$ cat src/rtl/ppi_pkg.sv
// Shared constants, state encoding and control-word helpers for the 8255-style PPI bus controller.
package ppi_pkg;

    localparam logic [1:0] ADDR_PA = 2'b00;
    localparam logic [1:0] ADDR_PB = 2'b01;
    localparam logic [1:0] ADDR_PC = 2'b10;
    localparam logic [1:0] ADDR_CW = 2'b11;

    localparam int CW_MODESET = 7;
    localparam int CW_PA_DIR  = 4;
    localparam int CW_PCH_DIR = 3;
    localparam int CW_PB_DIR  = 1;
    localparam int CW_PCL_DIR = 0;

    localparam logic [7:0] CW_RESET_DEFAULT = 8'h9B;

    typedef enum logic [2:0] {
        IDLE,
        WR_LATCH,
        WR_APPLY,
        RD_DRIVE,
        WAIT_REL
    } state_t;

    // Only mode 0 is implemented: group A mode bits [6:5] and group B mode bit [2] must be clear.
    function automatic logic mode0_ok(input logic [7:0] cw);
        return cw[CW_MODESET] && (cw[6:5] == 2'b00) && !cw[2];
    endfunction

endpackage

$ cat src/rtl/ppi_cw_decode.sv
// Control word to port/nibble output enables (a direction bit of 1 means input) plus mode-0 legality.
module ppi_cw_decode
    import ppi_pkg::*;
(
    input  logic [7:0] cw,
    output logic       pa_oe,
    output logic       pb_oe,
    output logic       pc_hi_oe,
    output logic       pc_lo_oe,
    output logic       mode_ok
);

    assign pa_oe    = !cw[CW_PA_DIR];
    assign pc_hi_oe = !cw[CW_PCH_DIR];
    assign pb_oe    = !cw[CW_PB_DIR];
    assign pc_lo_oe = !cw[CW_PCL_DIR];
    assign mode_ok  = mode0_ok(cw);

endmodule

$ cat src/rtl/ppi_bus_ctrl.sv
// Host-bus side of the PPI: strobe edge detection, write sequencing (mode set / BSR / port latches)
// and registered read data. Define PPI_CW_READBACK_EN to make the control word readable at a=11.
module ppi_bus_ctrl
    import ppi_pkg::*;
#(
    parameter logic [7:0] CW_RESET = CW_RESET_DEFAULT,
    parameter logic [7:0] RD_FLOAT = 8'hFF
) (
    input  logic       clk,
    input  logic       rst,
    input  logic       cs_n,
    input  logic       rd_n,
    input  logic       wr_n,
    input  logic [1:0] a,
    input  logic [7:0] d_in,
    output logic [7:0] d_out,
    output logic       d_oe,
    input  logic [7:0] pa_in,
    input  logic [7:0] pb_in,
    input  logic [7:0] pc_in,
    output logic [7:0] pa_out,
    output logic [7:0] pb_out,
    output logic [7:0] pc_out,
    output logic       pa_oe,
    output logic       pb_oe,
    output logic       pc_hi_oe,
    output logic       pc_lo_oe,
    output logic       busy,
    output logic       mode_err
);

    state_t     state_reg;
    logic       wr_n_reg, rd_n_reg;
    logic [7:0] cw_reg, pa_reg, pb_reg, pc_reg;
    logic [7:0] hold_d_reg;
    logic [1:0] hold_a_reg;
    logic [7:0] d_out_reg;
    logic       d_oe_reg, mode_err_reg;

    logic       wr_fall, rd_fall, cw_mode_ok;
    logic [1:0] pc_nib_oe;
    logic [7:0] pc_rd, rd_val;

    ppi_cw_decode u_cw_decode (
        .cw       (cw_reg),
        .pa_oe    (pa_oe),
        .pb_oe    (pb_oe),
        .pc_hi_oe (pc_hi_oe),
        .pc_lo_oe (pc_lo_oe),
        .mode_ok  (cw_mode_ok)
    );

    assign wr_fall = !cs_n && wr_n_reg && !wr_n;
    assign rd_fall = !cs_n && rd_n_reg && !rd_n;

    // Port C nibbles are read back independently: latch when driven, pins when input.
    assign pc_nib_oe = {pc_hi_oe, pc_lo_oe};
    for (genvar gi = 0; gi < 2; gi++) begin : g_pc_nib
        assign pc_rd[gi*4 +: 4] = pc_nib_oe[gi] ? pc_reg[gi*4 +: 4] : pc_in[gi*4 +: 4];
    end

    always_comb begin
        rd_val = 8'h00;
        case (a)
            ADDR_PA: rd_val = pa_oe ? pa_reg : pa_in;
            ADDR_PB: rd_val = pb_oe ? pb_reg : pb_in;
            ADDR_PC: rd_val = pc_rd;
            default: begin
`ifdef PPI_CW_READBACK_EN
                rd_val = cw_reg;
`else
                rd_val = RD_FLOAT;
`endif
            end
        endcase
    end

    always_ff @(posedge clk) begin
        if (rst) begin
            state_reg    <= IDLE;
            wr_n_reg     <= 1'b1;
            rd_n_reg     <= 1'b1;
            cw_reg       <= CW_RESET;
            pa_reg       <= 8'h00;
            pb_reg       <= 8'h00;
            pc_reg       <= 8'h00;
            hold_d_reg   <= 8'h00;
            hold_a_reg   <= 2'b00;
            d_out_reg    <= 8'h00;
            d_oe_reg     <= 1'b0;
            mode_err_reg <= 1'b0;
        end else begin
            wr_n_reg <= wr_n;
            rd_n_reg <= rd_n;
            if (!cw_mode_ok)
                mode_err_reg <= 1'b1;
            case (state_reg)
                IDLE: begin
                    // Simultaneous strobes are an illegal access: park until both release.
                    if ((wr_fall || rd_fall) && !wr_n && !rd_n) begin
                        state_reg <= WAIT_REL;
                    end else if (wr_fall) begin
                        state_reg <= WR_LATCH;
                    end else if (rd_fall) begin
                        state_reg <= RD_DRIVE;
                        d_oe_reg  <= 1'b1;
                        d_out_reg <= rd_val;
                    end
                end
                WR_LATCH: begin
                    hold_d_reg <= d_in;
                    hold_a_reg <= a;
                    state_reg  <= WR_APPLY;
                end
                WR_APPLY: begin
                    case (hold_a_reg)
                        ADDR_PA: pa_reg <= hold_d_reg;
                        ADDR_PB: pb_reg <= hold_d_reg;
                        ADDR_PC: pc_reg <= hold_d_reg;
                        default: begin
                            if (hold_d_reg[CW_MODESET]) begin
                                cw_reg <= hold_d_reg;
                                pa_reg <= 8'h00;
                                pb_reg <= 8'h00;
                                pc_reg <= 8'h00;
                                if (!mode0_ok(hold_d_reg))
                                    mode_err_reg <= 1'b1;
                            end else begin
                                pc_reg[hold_d_reg[3:1]] <= hold_d_reg[0];
                            end
                        end
                    endcase
                    state_reg <= WAIT_REL;
                end
                RD_DRIVE: begin
                    if (rd_n || cs_n) begin
                        state_reg <= IDLE;
                        d_oe_reg  <= 1'b0;
                    end else begin
                        d_out_reg <= rd_val;
                    end
                end
                WAIT_REL: begin
                    if ((wr_n && rd_n) || cs_n)
                        state_reg <= IDLE;
                end
                default: state_reg <= IDLE;
            endcase
        end
    end

    assign d_out    = d_out_reg;
    assign d_oe     = d_oe_reg;
    assign pa_out   = pa_reg;
    assign pb_out   = pb_reg;
    assign pc_out   = pc_reg;
    assign busy     = (state_reg != IDLE);
    assign mode_err = mode_err_reg;

endmodule
$ cat config.mk
export PLATFORM = sky130hd
export DESIGN_NAME = ppi_bus_ctrl
export DESIGN_NICKNAME = d
export VERILOG_FILES = /design/src/rtl/ppi_pkg.sv /design/src/rtl/ppi_cw_decode.sv /design/src/rtl/ppi_bus_ctrl.sv
export SDC_FILE = /design/constraint.sdc
export NUM_CORES = 1
export LEC_CHECK = 0
export ABC_AREA = 1
export BUFFER_PORTS_ARGS = -buffer_cell sky130_fd_sc_hd__clkbuf_2
export CAP_MARGIN = 20
export CORE_ASPECT_RATIO = 1.75
export CORE_UTILIZATION = 25
export CTS_CLUSTER_SIZE = 12
export DETAILED_ROUTE_END_ITERATION = 6
export GPL_TIMING_DRIVEN = 0
export MAX_ROUTING_LAYER = met4
export PLACE_DENSITY_LB_ADDON = 0.05
export SYNTH_ARGS = -nofsm -noshare
export SYNTH_HDL_FRONTEND = slang
export SYNTH_HIERARCHICAL = 1
export SYNTH_SLANG_ARGS = --single-unit
$ cat constraint.sdc
create_clock -name clk -period 1.62 [get_ports clk]
set_clock_uncertainty 0.1 [all_clocks]
set_input_delay 0 -clock clk [delete_from_list [all_inputs] [get_ports clk]]
set_output_delay 0 -clock clk [all_outputs]
set_load 0.02 [all_outputs]
==> results.toml <==
[placed_design]
pre_cts_slack_ns = -0.237
placed_cell_area_sq_um = 3600
dpl.cell_count = 667
place.gp.congestion = 0.835
dp_hpwl_mm = 8.33
portBuffers = 77

[setup_path]
r2r_cells = 8
worstPathArrival_ns = 1.72
rr_startpoint = "hold_a_reg[0]"
critPathKind = "flip-flop to flip-flop"
critPathLaunchType = "flip-flop"
reg2reg_slack_ns = 0.03
worstPathRequired_ns = 1.75
crit_fanout = 6
r2r_end = "pb_out[1]"
end_kind = "flip-flop"

[logic_synthesis]
netlist_area_sq_um = 3040
synth_fa_ha_area_share_pct = 1.65
synth_top_family_by_area = "simple AND/OR/NAND/NOR gates"
synth_compound_area_share_pct = 17.7
synth_edf_count = 0
yosys.area_share.simple_pct = 32.9
yosysSeqAreaShare_pct = 36.9
synth_commonest_cells = "nand2_1, inv_1, dfxtp_1"
ys_seq_elements = 56
yosys.area.top_type = "dfxtp_1"
synth.most_common_cell = "nand2_1"
syn_inst = 455
synth_xor_area_share_pct = 0
synthesis.nets = 498
synth_ff_type = "dfxtp_1"
async_flop_share_pct = 0
synth_cell_types = 31
synth_top_area_share_pct = 36.9
synth_area_leaders = "dfxtp_1, nand2_1, inv_1"
synth.avg_cell_area_sq_um = 6.68
synth_mux_area_share_pct = 0
ys_warn_count = 6

[clocking]
h-tree-depth = 2
numCtsBuffers = 5
clockRootBuffer = "clkbuf_16"
cts_tree = "done"
clockBufferDepth = 2
clock_sinks = 56
worstSkewPairLatency_ns = 0.30
path_clk_slew_ns = 0.08

[min_path]
min-delay-start = "a[1]"
hold_depth = 3
hold_path_end = "hold_a_reg[1]"
hp-class = "input pin to flip-flop"

[sta]
worst_hold_slack_ns = 0.0465
min_period_ns = 1.59
finalHoldViolCount = 0
setup_ws_ns = 0.0253
timing.slew.headroom_pct = 59.0
post-route-period-util_pct = 98.4
tightest_slew_ns = 0.615
fmax_mhz = 627
setup_viol = 0
maxSlewViolCount = 0
rsz0062_at_grt = "true"

[global_route]
grt_max_degree = 18
antenna_found_initial = 0
grt_pass1_vias = 2936
grt_util_all_layers_pct = 17.3
grt_pass1_wl_mm = 16.0
grt_overflow_total = 0

[floorplan]
rows = 52
core_sq_um = 11700
chipHeight_microns = 148
dieArea_sq_um = 12600
die_w_microns = 85.3
ioPinCount = 78
initial_utilization_pct = 26.0

[final_layout]
drive_above_1_share_pct = 29.1
fillers = 1306
syn2layout_area_growth_pct = 33.7
fin_nets = 605
num_antenna_cells = 0
finalNonFillerCells = 698
final_area_sq_um = 4060

[routing]
wl_per_cell_microns = 15.5
drc = 0
vias = 3218
first_pass_iters = 4
drt_wl_total_mm = 10.8
via_per_inst = 4.61
drt-initial-drc-count = 91
antenna_left = 0

[pwr]
p_sw_w = 0.00261
intPower_w = 0.00340
switching_share_pct = 43.4
vdd_drop_max_uv = 467
leakage_nw = 1.86
pwr-share-comb_pct = 48.2
p_per_area_nw_per_um2 = 1480
p_clk_share_pct = 18.6
p_seq_share_pct = 33.2

[job]
maxCapViolations = 0

[run_status]
status = "complete, no violations"
-- cells by family (layout without fill, tap and decap cells) --
family | count (synthesis) | count (layout)
AOI/OAI and AO/OA | 92 | 92
adders and majority gates | 4 | 4
and+or+nand+nor | 224 | 224
DFF | 56 | 56
buffers and inverters | 78 | 186
other | 1 | 1
-- metal layers --
metal  wire length [microns]  track usage (%)  up-vias
li1                        -                -     1675
met1                    4400             19.0     1456
met2                    5870             31.7       77
met3                     325             2.01       10
met4                     217             6.33        0
met5                       0                -        -
-- critical path: stages (launching register included) --
cell	delay [ns]
dfxtp_2	0.36
inv_2	0.06
ha_2	0.24
nor2_2	0.11
o21ai_1	0.08
nor2_2	0.22
buf_6	0.16
nand3_1	0.06
a21oi_1	0.13
-- power groups by stage --
| stage | clock, W | combinational [W] | sequential, W |
|---|---|---|---|
| after floorplan | 0 | 0.00164 | 0.00212 |
| after global placement | 0 | 0.00255 | 0.00197 |
| after CTS | 0.00116 | 0.00268 | 0.00195 |
| after detailed placement | 0 | 0.00256 | 0.00198 |
| final | 0.00112 | 0.00290 | 0.00200 |
| after global routing | 0.00121 | 0.00320 | 0.00204 |
-- through the flow --
| step | utilization (%) | setup TNS, ns | total power [W] |
|---|---|---|---|
| after floorplan | - | 0 | 0.00376 |
| after global placement | 30.8 | -3.01 | 0.00452 |
| after detailed placement | 30.8 | -3.12 | 0.00454 |
| after CTS | 33.5 | 0 | 0.00579 |
| after global routing | 34.7 | -0.512 | 0.00645 |
| final | 34.7 | 0 | 0.00602 |
-- what timing repair did --
action                                  in CTS  in global routing
endpoints found under the hold margin       13                  0
buffers inserted                             4                  6
pin swaps                                    4                  8
hold buffers                                12                  0
gates cloned                                 1                  2
gates resized for setup                     10                 28
endpoints found under the setup margin      20                 34
-- worst max-delay path by stage --
stage	from	endpoint	slack (ns)
after floorplan	hold_a_reg[0]	pb_out[2]	0.03
after global placement	hold_a_reg[0]	pb_out[7]	-0.25
after detailed placement	hold_a_reg[0]	pb_out[4]	-0.24
after CTS	hold_a_reg[1]	pc_out[4]	0.001
after global routing	hold_a_reg[0]	pb_out[0]	-0.07
final	hold_a_reg[0]	pb_out[1]	0.03
-- layout by cell type, fill, tap and decap left out, types with 2 or more instances in the layout --
| cell type | count |
|---|---|
| a211oi_1 | 7 |
| a21oi_1 | 36 |
| a21oi_2 | 2 |
| a31oi_1 | 4 |
| buf_4 | 8 |
| buf_6 | 8 |
| clkbuf_1 | 7 |
| clkbuf_16 | 6 |
| clkbuf_2 | 78 |
| clkbuf_4 | 2 |
| clkinvlp_4 | 3 |
| dfxtp_1 | 51 |
| dfxtp_2 | 4 |
| dlygate4sd3_1 | 12 |
| ha_2 | 2 |
| inv_1 | 52 |
| inv_2 | 6 |
| nand2_1 | 116 |
| nand2_2 | 5 |
| nand2_4 | 2 |
| nand3_1 | 31 |
| nand4_1 | 2 |
| nor2_1 | 35 |
| nor2_2 | 15 |
| nor2_4 | 4 |
| nor3_1 | 2 |
| o211ai_1 | 14 |
| o21ai_0 | 18 |
| o21ai_1 | 5 |
| o22ai_1 | 4 |
| or2_2 | 10 |
-- cell type report --
| class | instances | area [sq um] | area share [%] |
|---|---|---|---|
| buffer | 16 | 115 | 2.83 |
| clock buffer | 6 | 129 | 3.17 |
| clock inverter | 2 | 16.3 | 0.400 |
| tap | 135 | 169 | 4.16 |
| timing repair inverter | 1 | 7.51 | 0.185 |
| inverter | 60 | 231 | 5.70 |
| timing repair buffer | 101 | 628 | 15.5 |
| sequential | 56 | 1130 | 27.8 |
| multi-input combinational | 321 | 1640 | 40.3 |
Note: power is estimated with default switching activity, not from simulation.
